## src/rtl/local_ejection_sink.sv

```systemverilog
// ---------------------------------------------------------------------------
// local_ejection_sink
//
// Terminal consumer on a router's LOCAL output port. Ejected flits are
// accepted under on/off flow control into a small FIFO, drained at the rate
// the core allows, and checked for packet framing and destination address.
// Packet/flit counters and sticky error flags are exposed for observation.
//
// Ports
//   clk             in   system clock
//   reset_n         in   asynchronous active-low reset
//   i_flit          in   ejected flit (type + destination)
//   i_rec_req       in   i_flit is valid this cycle
//   o_rec_ack       out  on/off permission to the router (1 = may send)
//   i_drain_en      in   core ready, one FIFO pop per cycle
//   o_pkt_valid     out  one-cycle pulse on packet completion
//   o_pkt_len       out  length of the completed packet
//   o_pkt_count     out  completed packets (wraps)
//   o_flit_count    out  flits written into the FIFO (wraps)
//   o_err_dest      out  sticky: head carried a foreign destination
//   o_err_seq       out  sticky: framing violation
//   o_err_overflow  out  sticky: flit arrived while the FIFO was full
// ---------------------------------------------------------------------------
package noc_pkg;
    typedef enum logic [1:0] {
        HEAD      = 2'd0,
        BODY      = 2'd1,
        TAIL      = 2'd2,
        HEAD_TAIL = 2'd3
    } flit_type_t;

    typedef struct packed {
        logic [3:0] xaddr;
        logic [3:0] yaddr;
    } router_conf_t;

    typedef struct packed {
        flit_type_t   flit_type;
        router_conf_t dest;
    } FLIT_t;
endpackage

module local_ejection_sink
    import noc_pkg::*;
#(
    parameter router_conf_t router_conf   = '{xaddr: 4'd0, yaddr: 4'd0},
    parameter int           FIFO_DEPTH    = 8,
    parameter int           OFF_THRESHOLD = 6,
    parameter int           MAX_PKT_LEN   = 16,
    localparam int          LEN_W         = $clog2(MAX_PKT_LEN + 1)
) (
    input  logic             clk,
    input  logic             reset_n,
    input  FLIT_t            i_flit,
    input  logic             i_rec_req,
    output logic             o_rec_ack,
    input  logic             i_drain_en,
    output logic             o_pkt_valid,
    output logic [LEN_W-1:0] o_pkt_len,
    output logic [31:0]      o_pkt_count,
    output logic [31:0]      o_flit_count,
    output logic             o_err_dest,
    output logic             o_err_seq,
    output logic             o_err_overflow
);

    localparam int               PTR_W   = $clog2(FIFO_DEPTH);
    localparam logic [PTR_W:0]   DEPTH_C = (PTR_W + 1)'(FIFO_DEPTH);
    localparam logic [PTR_W:0]   THR_C   = (PTR_W + 1)'(OFF_THRESHOLD);
    localparam logic [PTR_W:0]   ONE_C   = (PTR_W + 1)'(1);
    localparam logic [LEN_W-1:0] MAX_C   = LEN_W'(MAX_PKT_LEN);
    localparam logic [LEN_W-1:0] LEN1_C  = LEN_W'(1);

    typedef enum logic {S_IDLE = 1'b0, S_IN_PKT = 1'b1} state_t;

    // ---------------- FIFO ----------------
    FLIT_t             mem_q [FIFO_DEPTH];
    logic [PTR_W-1:0]  wr_ptr_q, rd_ptr_q;
    logic [PTR_W:0]    count_q, count_d;
    logic              rec_ack_q;
    logic              err_overflow_q, err_overflow_d;
    logic [31:0]       flit_count_q, flit_count_d;

    logic              full, empty, pop, push;
    FLIT_t             pop_flit;

    assign full     = (count_q == DEPTH_C);
    assign empty    = (count_q == '0);
    assign pop      = i_drain_en && !empty;
    // A full FIFO still takes the flit when a pop frees a slot this cycle.
    assign push     = i_rec_req && (!full || pop);
    assign pop_flit = mem_q[rd_ptr_q];

    always_comb begin
        count_d        = count_q;
        err_overflow_d = err_overflow_q;
        flit_count_d   = flit_count_q;
        if (push && !pop) begin
            count_d = count_q + ONE_C;
        end else if (!push && pop) begin
            count_d = count_q - ONE_C;
        end
        if (push) begin
            flit_count_d = flit_count_q + 32'd1;
        end
        if (i_rec_req && !push) begin
            err_overflow_d = 1'b1;
        end
    end

    // Payload storage carries no reset; only the pointers define validity.
    always_ff @(posedge clk) begin
        if (push) begin
            mem_q[wr_ptr_q] <= i_flit;
        end
    end

    always_ff @(posedge clk or negedge reset_n) begin
        if (!reset_n) begin
            wr_ptr_q       <= '0;
            rd_ptr_q       <= '0;
            count_q        <= '0;
            rec_ack_q      <= 1'b1;
            err_overflow_q <= 1'b0;
            flit_count_q   <= '0;
        end else begin
            if (push) wr_ptr_q <= wr_ptr_q + 1'b1;
            if (pop)  rd_ptr_q <= rd_ptr_q + 1'b1;
            count_q        <= count_d;
            // Registered off the next occupancy so ack drops one cycle
            // after the threshold is reached; the remaining slots absorb
            // the flit the router may still send in that cycle.
            rec_ack_q      <= (count_d < THR_C);
            err_overflow_q <= err_overflow_d;
            flit_count_q   <= flit_count_d;
        end
    end

    // ---------------- Framing FSM ----------------
    state_t            state_q, state_d;
    logic [LEN_W-1:0]  len_q, len_d;
    logic              pkt_valid_q, pkt_valid_d;
    logic [LEN_W-1:0]  pkt_len_q, pkt_len_d;
    logic [31:0]       pkt_count_q, pkt_count_d;
    logic              err_dest_q, err_dest_d;
    logic              err_seq_q, err_seq_d;
    logic              start_head;
    logic              complete;
    logic [LEN_W-1:0]  cmpl_len;
    logic              is_head;

    always_comb begin
        state_d     = state_q;
        len_d       = len_q;
        pkt_valid_d = 1'b0;
        pkt_len_d   = pkt_len_q;
        pkt_count_d = pkt_count_q;
        err_dest_d  = err_dest_q;
        err_seq_d   = err_seq_q;
        start_head  = 1'b0;
        complete    = 1'b0;
        cmpl_len    = '0;
        is_head     = (pop_flit.flit_type == HEAD) ||
                      (pop_flit.flit_type == HEAD_TAIL);

        if (pop) begin
            if (state_q == S_IN_PKT) begin
                if (is_head) begin
                    // Open packet is abandoned uncounted; the new head
                    // starts afresh.
                    err_seq_d  = 1'b1;
                    start_head = 1'b1;
                end else if (len_q == MAX_C) begin
                    // One more flit would exceed the legal length.
                    err_seq_d = 1'b1;
                    state_d   = S_IDLE;
                end else if (pop_flit.flit_type == TAIL) begin
                    complete = 1'b1;
                    cmpl_len = len_q + LEN1_C;
                    state_d  = S_IDLE;
                end else begin
                    len_d = len_q + LEN1_C;
                end
            end else begin
                if (is_head) begin
                    start_head = 1'b1;
                end else begin
                    err_seq_d = 1'b1;
                end
            end

            if (start_head) begin
                if (pop_flit.dest != router_conf) begin
                    err_dest_d = 1'b1;
                end
                if (pop_flit.flit_type == HEAD) begin
                    len_d   = LEN1_C;
                    state_d = S_IN_PKT;
                end else begin
                    complete = 1'b1;
                    cmpl_len = LEN1_C;
                    state_d  = S_IDLE;
                end
            end
        end

        if (complete) begin
            pkt_valid_d = 1'b1;
            pkt_len_d   = cmpl_len;
            pkt_count_d = pkt_count_q + 32'd1;
        end
    end

    always_ff @(posedge clk or negedge reset_n) begin
        if (!reset_n) begin
            state_q     <= S_IDLE;
            len_q       <= '0;
            pkt_valid_q <= 1'b0;
            pkt_len_q   <= '0;
            pkt_count_q <= '0;
            err_dest_q  <= 1'b0;
            err_seq_q   <= 1'b0;
        end else begin
            state_q     <= state_d;
            len_q       <= len_d;
            pkt_valid_q <= pkt_valid_d;
            pkt_len_q   <= pkt_len_d;
            pkt_count_q <= pkt_count_d;
            err_dest_q  <= err_dest_d;
            err_seq_q   <= err_seq_d;
        end
    end

    assign o_rec_ack      = rec_ack_q;
    assign o_pkt_valid    = pkt_valid_q;
    assign o_pkt_len      = pkt_len_q;
    assign o_pkt_count    = pkt_count_q;
    assign o_flit_count   = flit_count_q;
    assign o_err_dest     = err_dest_q;
    assign o_err_seq      = err_seq_q;
    assign o_err_overflow = err_overflow_q;

endmodule

```

## config.mk

```make
export PLATFORM = sky130hd
export DESIGN_NAME = local_ejection_sink
export DESIGN_NICKNAME = d
export VERILOG_FILES = /design/src/rtl/local_ejection_sink.sv
export SDC_FILE = /design/constraint.sdc
export NUM_CORES = 1
export LEC_CHECK = 0
export CAP_MARGIN = 0
export CORE_UTILIZATION = 48
export DETAILED_ROUTE_END_ITERATION = 8
export PLACE_DENSITY = 0.68
export SYNTH_ARGS = -nofsm -noshare
export SYNTH_HDL_FRONTEND = slang
export SYNTH_SLANG_ARGS = --single-unit
```

## constraint.sdc

```tcl
create_clock -name clk -period 4.25 [get_ports clk]
set_clock_uncertainty 0.1 [all_clocks]
set_input_delay 0.425 -clock clk [delete_from_list [all_inputs] [get_ports clk]]
set_output_delay 0.425 -clock clk [all_outputs]
set_load 0.02 [all_outputs]
```

* Word-level counts from Yosys, hierarchy flattened
Memories as Yosys holds them, arrays and structs flattened. Index checks and enable logic that the tools add are counted.
Word-level totals: register bits 90, bits in latches 0, RAM bits 80, memory bits (read-only) 0, input port bits 14, output and inout bits 74, word-level logic and storage cells 81, memories 1
Memories:
- mem_q | words 8, width 10, rd ports 1, clocked after Yosys merged registers in 0, write ports 1, line 77 | FLIT_t mem_q [FIFO_DEPTH];
Operators by class: $add $sub $neg 7, multiply operators 0, divide/modulo/power cells 0, magnitude comparators 1, eq/ne operators 6, shift operators 0, muxes and demuxes 37, bitwise logic cells 0, reductions and logical operators 16
Operators with widths (count):
- two-way mux 5 bit | 13
- adder 32 x 1 -> 32 bit, second input constant | 2
- two-way mux 1 bit | 22
- two-way mux 4 bit | 2
- nonzero test 8 bit | 1
- adder 3 x 1 -> 3 bit, second input constant | 2
- AND reduction 3 bit | 2
- adder 5 x 1 -> 5 bit, second input constant | 1
- == test 5 bit, second input constant | 1
- logical AND 1 bit | 5
- adder 4 x 1 -> 4 bit, second input constant | 1
- == test 2 bit, second input constant | 2
- == test 4 bit, second input constant | 1
- zero test 1 bit | 4
- zero test 4 bit | 1
- less-than comparator 4 x 3 -> 1 bit, second input constant | 1
- subtractor 4 x 1 -> 4 bit, second input constant | 1
- inequality test 3 x 1 -> 1 bit, second input constant | 1
- zero test 2 bit | 1
- logical OR 1 bit | 2
- inequality test 2 bit, second input constant | 1

* Longest topological paths before layout
word-level depth 10, gate-level depth with buffers 12, gate-level depth less buffers 10

* Worst setup path after synthesis
No wires, ideal clock.
path kind register to register, start point register rd_ptr_q[0], end point register pkt_count_q[20], in the netlist o_pkt_count[20], library setup time 0.080 ns, arrival time 3.063 ns, required time 4.070 ns, setup slack 1.008 ns, stages on the path, launching flop included 12, path buffers 3, clock period less this slack 3.242 ns, path through dfrtp_1 > clkbuf_1 > mux4_2 > mux2i_1 > ha_1 > buf_2 > nor2_1 > a41oi_2 > or4_4 > buf_6 > nor3_2 > xor2_1
On the way: longest elaborated chain between the ends 9, elaborated cells on any way between the ends 14, those cells by class 2 x eq/ne; 9 x mux; 2 x reduce/logical; 1 x memory
RTL lines:
- from (decl) | line 78 | logic [PTR_W-1:0] wr_ptr_q, rd_ptr_q;
- from (signal assigned) | line 128 | if (pop) rd_ptr_q <= rd_ptr_q + 1'b1;
- memory (8 x 10 bit) (*)
- == test 2 bit | line 177 | end else if (pop_flit.flit_type == TAIL) begin
- two-way mux 1 bit | line 177
- two-way mux 1 bit | line 173 | end else if (len_q == MAX_C) begin
- two-way mux 1 bit | line 168 | if (is_head) begin
- two-way mux 1 bit | line 167 | if (state_q == S_IN_PKT) begin
- two-way mux 1 bit | line 196 | if (pop_flit.flit_type == HEAD) begin
- two-way mux 1 bit (*) | line 192 | if (start_head) begin
- two-way mux 1 bit (*) | line 166 | if (pop) begin
- to (signal assigned) | line 228 | pkt_count_q <= pkt_count_d;
- to (decl) | line 144 | logic [31:0] pkt_count_q, pkt_count_d;
Every way passes the cells marked *; elsewhere a longest branch is shown, timed or not. The select of a mux whose other input is x is not followed. A chain may end at the register's enable or synchronous reset.

* Worst setup path in the final report
start point register rd_ptr_q[0], end point register pkt_count_q[28], in the netlist o_pkt_count[28]
Same word-level chain as after synthesis.

==> summary.md <==
* NumNets Final: 655
* flip-flop cell with the highest count after synthesis: dfrtp_1
* max cap viols: 0
* met1 track demand over resource: 26.6%
* vias in the first global route: 4308
* final critical-path required period: 3.40 ns
* result of the run: finished with violations
* Most Used Layer, Global Route: met2
* Crit. End Element: register
* fraction of final layout cells sized beyond drive strength 1: 8.27%
* failing checks: negative hold slack
* total of buffers placed on input and output ports: 87
* length of the first detailed-routing pass in iterations: 4
* wire length per cell after detailed routing: 16.4 µm
* register bit total from synthesis: 170
* number of distinct library cells after synthesis: 49
* R2R Path End: o_pkt_count[28]
* fraction of met3 tracks used by global routing: 4.61%
* buffers from clock root to sink, at most: 2
* clock latency of the later-clocked register in the worst-skew pair: 0.43 ns
* number of synthesis warnings: 0
* summed instance area of the synthesized netlist: 0.00702 mm²
* final total negative setup slack: 0 ns
* clock transition time at the flip-flop clock pins of the worst setup and hold paths: 0.06 ns
* violation count after the first detailed-routing iteration: 308
* hold buffer count at cts: 0
* GP Congestion: 0.805
* height of the die: 123 µm
* global routing met2 resource utilization: 30.2%
* area fraction in compound gates after synthesis: 2.53%
* leakage power: 0.00344 µW
* Die Width: 123 µm
* count of final hold-check violations: 8
* largest fanout of any net on the critical path: 12
* DRC violations left: 0
* I/O pin count: 88
* mean area per synthesized cell: 13.4 µm²
* number of cell instances on the worst register-to-register path: 8
* Crit path arrival time: 3.65 ns
* area delta synth->final: 23.9%
* share of the synthesized netlist area taken by xor and xnor gates: 8.86%
* measured slew at the worst slew-check pin: 0.911 ns
* source of the worst register-to-register timing path: rd_ptr_q[0]
* Overflow after GRT: 0
* Critical Setup Path Class: reg -> reg
* Final Total Pwr: 4980 µW
* Die Outline Area: 0.0151 mm²
* buffers inserted during post-CTS setup optimization: 0
* type of the most critical hold path: in -> async
* worst slew margin relative to its limit: 39.1%
* TritonCTS clock tree: built
* Critical-path top delay cell: or4_4
* clock root buffer: clkbuf_16
* fmax: 294 MHz
* num rows: 43
* syn nets: 552
* first-pass GRT wire length: 22.0 mm
* Antenna Diode Count: 0
* setup repair after global routing missed its margin: false
* share of synthesized area spent on multiplexers: 1.85%
* worst hold margin: -0.0201 ns
* overall via count from detail_route: 4461
* largest net degree at the start of global routing: 67
* simple logic cell fraction of the synthesized area: 16.4%
* ANT nets after route: 0
* main combinational cell family by area after synthesis: simple AND/OR/NAND/NOR gates
* post-cts gate resize count: 0
* Initial Util: 49.8%
* via-per-instance ratio: 5.43
* number of pins with negative max-slew slack in the final report: 0
* number of sinks handled by clock tree synthesis: 170
* delay of the slowest cell on the worst path: 0.70 ns
* depth of the CTS H-tree: 4
* detailed placement HPWL: 9.27 mm
* slack of the worst reg-to-reg path: 0.85 ns
* core outline area: 0.0141 mm²
* Synth Area in Adders: 2.32%
* sequential cell area fraction in the yosys report: 66.3%
* EDFF count, synth: 80
* sort of element at the start of the critical path: register
* number of antenna violations at the first check in global routing: 0
* Max IR drop VDD: 382 µV
* cells along the critical path: mux4_2, mux2i_1, ha_1, nor2_1, a41oi_2, or4_4, nor4_1, xnor2_1
* total detailed-routing wirelength: 13.5 mm
* number of setup violations in the final report: 0
* areal power density over the cells: 572 mW/mm²
* post-route fraction of the period consumed by the critical path: 80.1%
* cell count after synthesis: 525
* total global-route track usage: 19.5%
* fraction of registers with async set or reset after synthesis: 52.9%
* number of buffers created by CTS: 17
* Worst Path Required: 4.50 ns
-- placed cells by master (no fill, tap or decap), types with 10 or more instances in the layout --
cell	netlist	layout
clkbuf_16	0	17
clkdlybuf4s50_1	0	86
dfrtp_1	89	89
edfxtp_1	80	80
ha_1	13	13
inv_1	18	18
nand2_1	54	54
nand3_1	32	32
nand4_1	22	22
nor2_1	21	21
nor3_1	16	16
nor4_1	22	22
o21ai_0	10	10
xnor2_1	41	41
xor2_1	30	30
-- sequential cells by signal, summed over array words and instances (netlist names) --
name / cells
mem_q: 80
o_flit_count: 32
o_pkt_count: 32
len_q: 5
o_pkt_len: 5
count_q: 4
rd_ptr_q: 3
wr_ptr_q: 3
o_err_dest: 1
o_err_overflow: 1
o_err_seq: 1
o_pkt_valid: 1
o_rec_ack: 1
state_q: 1
-- worst max path at each step --
stage	slack, ns	from	depth (start not counted)	endpoint
2_1_floorplan	1.01	rd_ptr_q[0]	11	o_pkt_count[20]
3_3_place_gp	0.91	rd_ptr_q[0]	8	o_pkt_count[28]
3_5_place_dp	0.86	rd_ptr_q[0]	8	o_pkt_count[28]
4_1_cts	0.83	rd_ptr_q[0]	8	o_pkt_count[28]
5_1_grt	0.55	rd_ptr_q[0]	8	o_pkt_count[23]
6_report	0.85	rd_ptr_q[0]	8	o_pkt_count[28]
-- layer usage --
layer | share of wire (%) | routed length, µm
met2 | 48 | 6510
met3 | 4.0 | 546
met4 | 1.6 | 219
met1 | 46 | 6210
met5 | 0 | 0
-- final cells by class --
type / count / area [µm²]
clock buffer: 18 / 429
clock inverter: 14 / 145
tap: 180 / 225
multi-input combinational: 325 / 2250
sequential: 170 / 4660
inverter: 19 / 71.3
timing repair buffer: 95 / 928
fill: 1091 / 5390
-- report_power, final --
| group | internal, µW | leakage [µW] | switching [µW] |
|---|---|---|---|
| Combinational | 537 | 0.00129 | 686 |
| Sequential | 2000 | 0.00188 | 243 |
| Clock | 868 | 0.000273 | 644 |
| Total | 3410 | 0.00344 | 1570 |
-- per-stage QoR --
| step | area (µm²) | hold slack [ns] | cells | worst slack (ns) | util [%] |
|---|---|---|---|---|---|
| global route | 8700 | 0.0592 | 821 | 0.545 | 61.7 |
| global placement | 8130 | 0.359 | 789 | 0.908 | 57.7 |
| detailed placement | 8130 | 0.357 | 789 | 0.856 | 57.7 |
| CTS | 8700 | 0.0196 | 821 | 0.832 | 61.7 |
| finish | 8700 | -0.0201 | 821 | 0.848 | 61.7 |
| floorplan | 7020 | 0.0294 | 525 | 1.01 | - |
-- synthesized netlist by cell type (2+ instances only) --
| library cell | count | area [µm²] |
|---|---|---|
| and4_1 | 5 | 43.8 |
| nor2_1 | 21 | 78.8 |
| and2_1 | 2 | 12.5 |
| or4_1 | 2 | 15.0 |
| inv_1 | 18 | 67.6 |
| a21o_1 | 2 | 15.0 |
| nor3_2 | 4 | 40.0 |
| ha_1 | 13 | 163 |
| nand3_1 | 32 | 160 |
| nor3b_1 | 2 | 15.0 |
| mux2i_1 | 4 | 40.0 |
| xor2_1 | 30 | 263 |
| nor2b_1 | 3 | 18.8 |
| a21oi_1 | 6 | 30.0 |
| nand2_1 | 54 | 203 |
| nor3_1 | 16 | 80.1 |
| o22a_1 | 3 | 26.3 |
| or3_1 | 2 | 12.5 |
| mux4_2 | 4 | 90.1 |
| buf_2 | 3 | 15.0 |
| nand4_1 | 22 | 138 |
| nor4_1 | 22 | 138 |
| and3_1 | 7 | 43.8 |
| o21ai_0 | 10 | 50.1 |
| nand2b_1 | 2 | 12.5 |
| dfrtp_1 | 89 | 2230 |
| edfxtp_1 | 80 | 2400 |
| clkbuf_1 | 6 | 22.5 |
| xnor2_1 | 41 | 359 |
-- kinds of logic after synthesis --
family | Yosys count
DFF | 170
and+or+nand+nor | 206
adders and majority gates | 13
AOI/OAI and AO/OA | 27
xor gates and xnor gates | 71
buffers and inverters | 30
muxes | 8
-- worst max-delay path: cells and delay by family, from the launching register on --
family	cells	cell delay, ns
flip-flops	1	0.61
AND/OR/NAND/NOR	3	1.22
multiplexers	2	0.78
AO/OA/AOI/OAI	1	0.08
XOR/XNOR	1	0.16
adder cells (fa/ha/maj)	1	0.38
No activity file was read; power rests on OpenSTA's default activity.
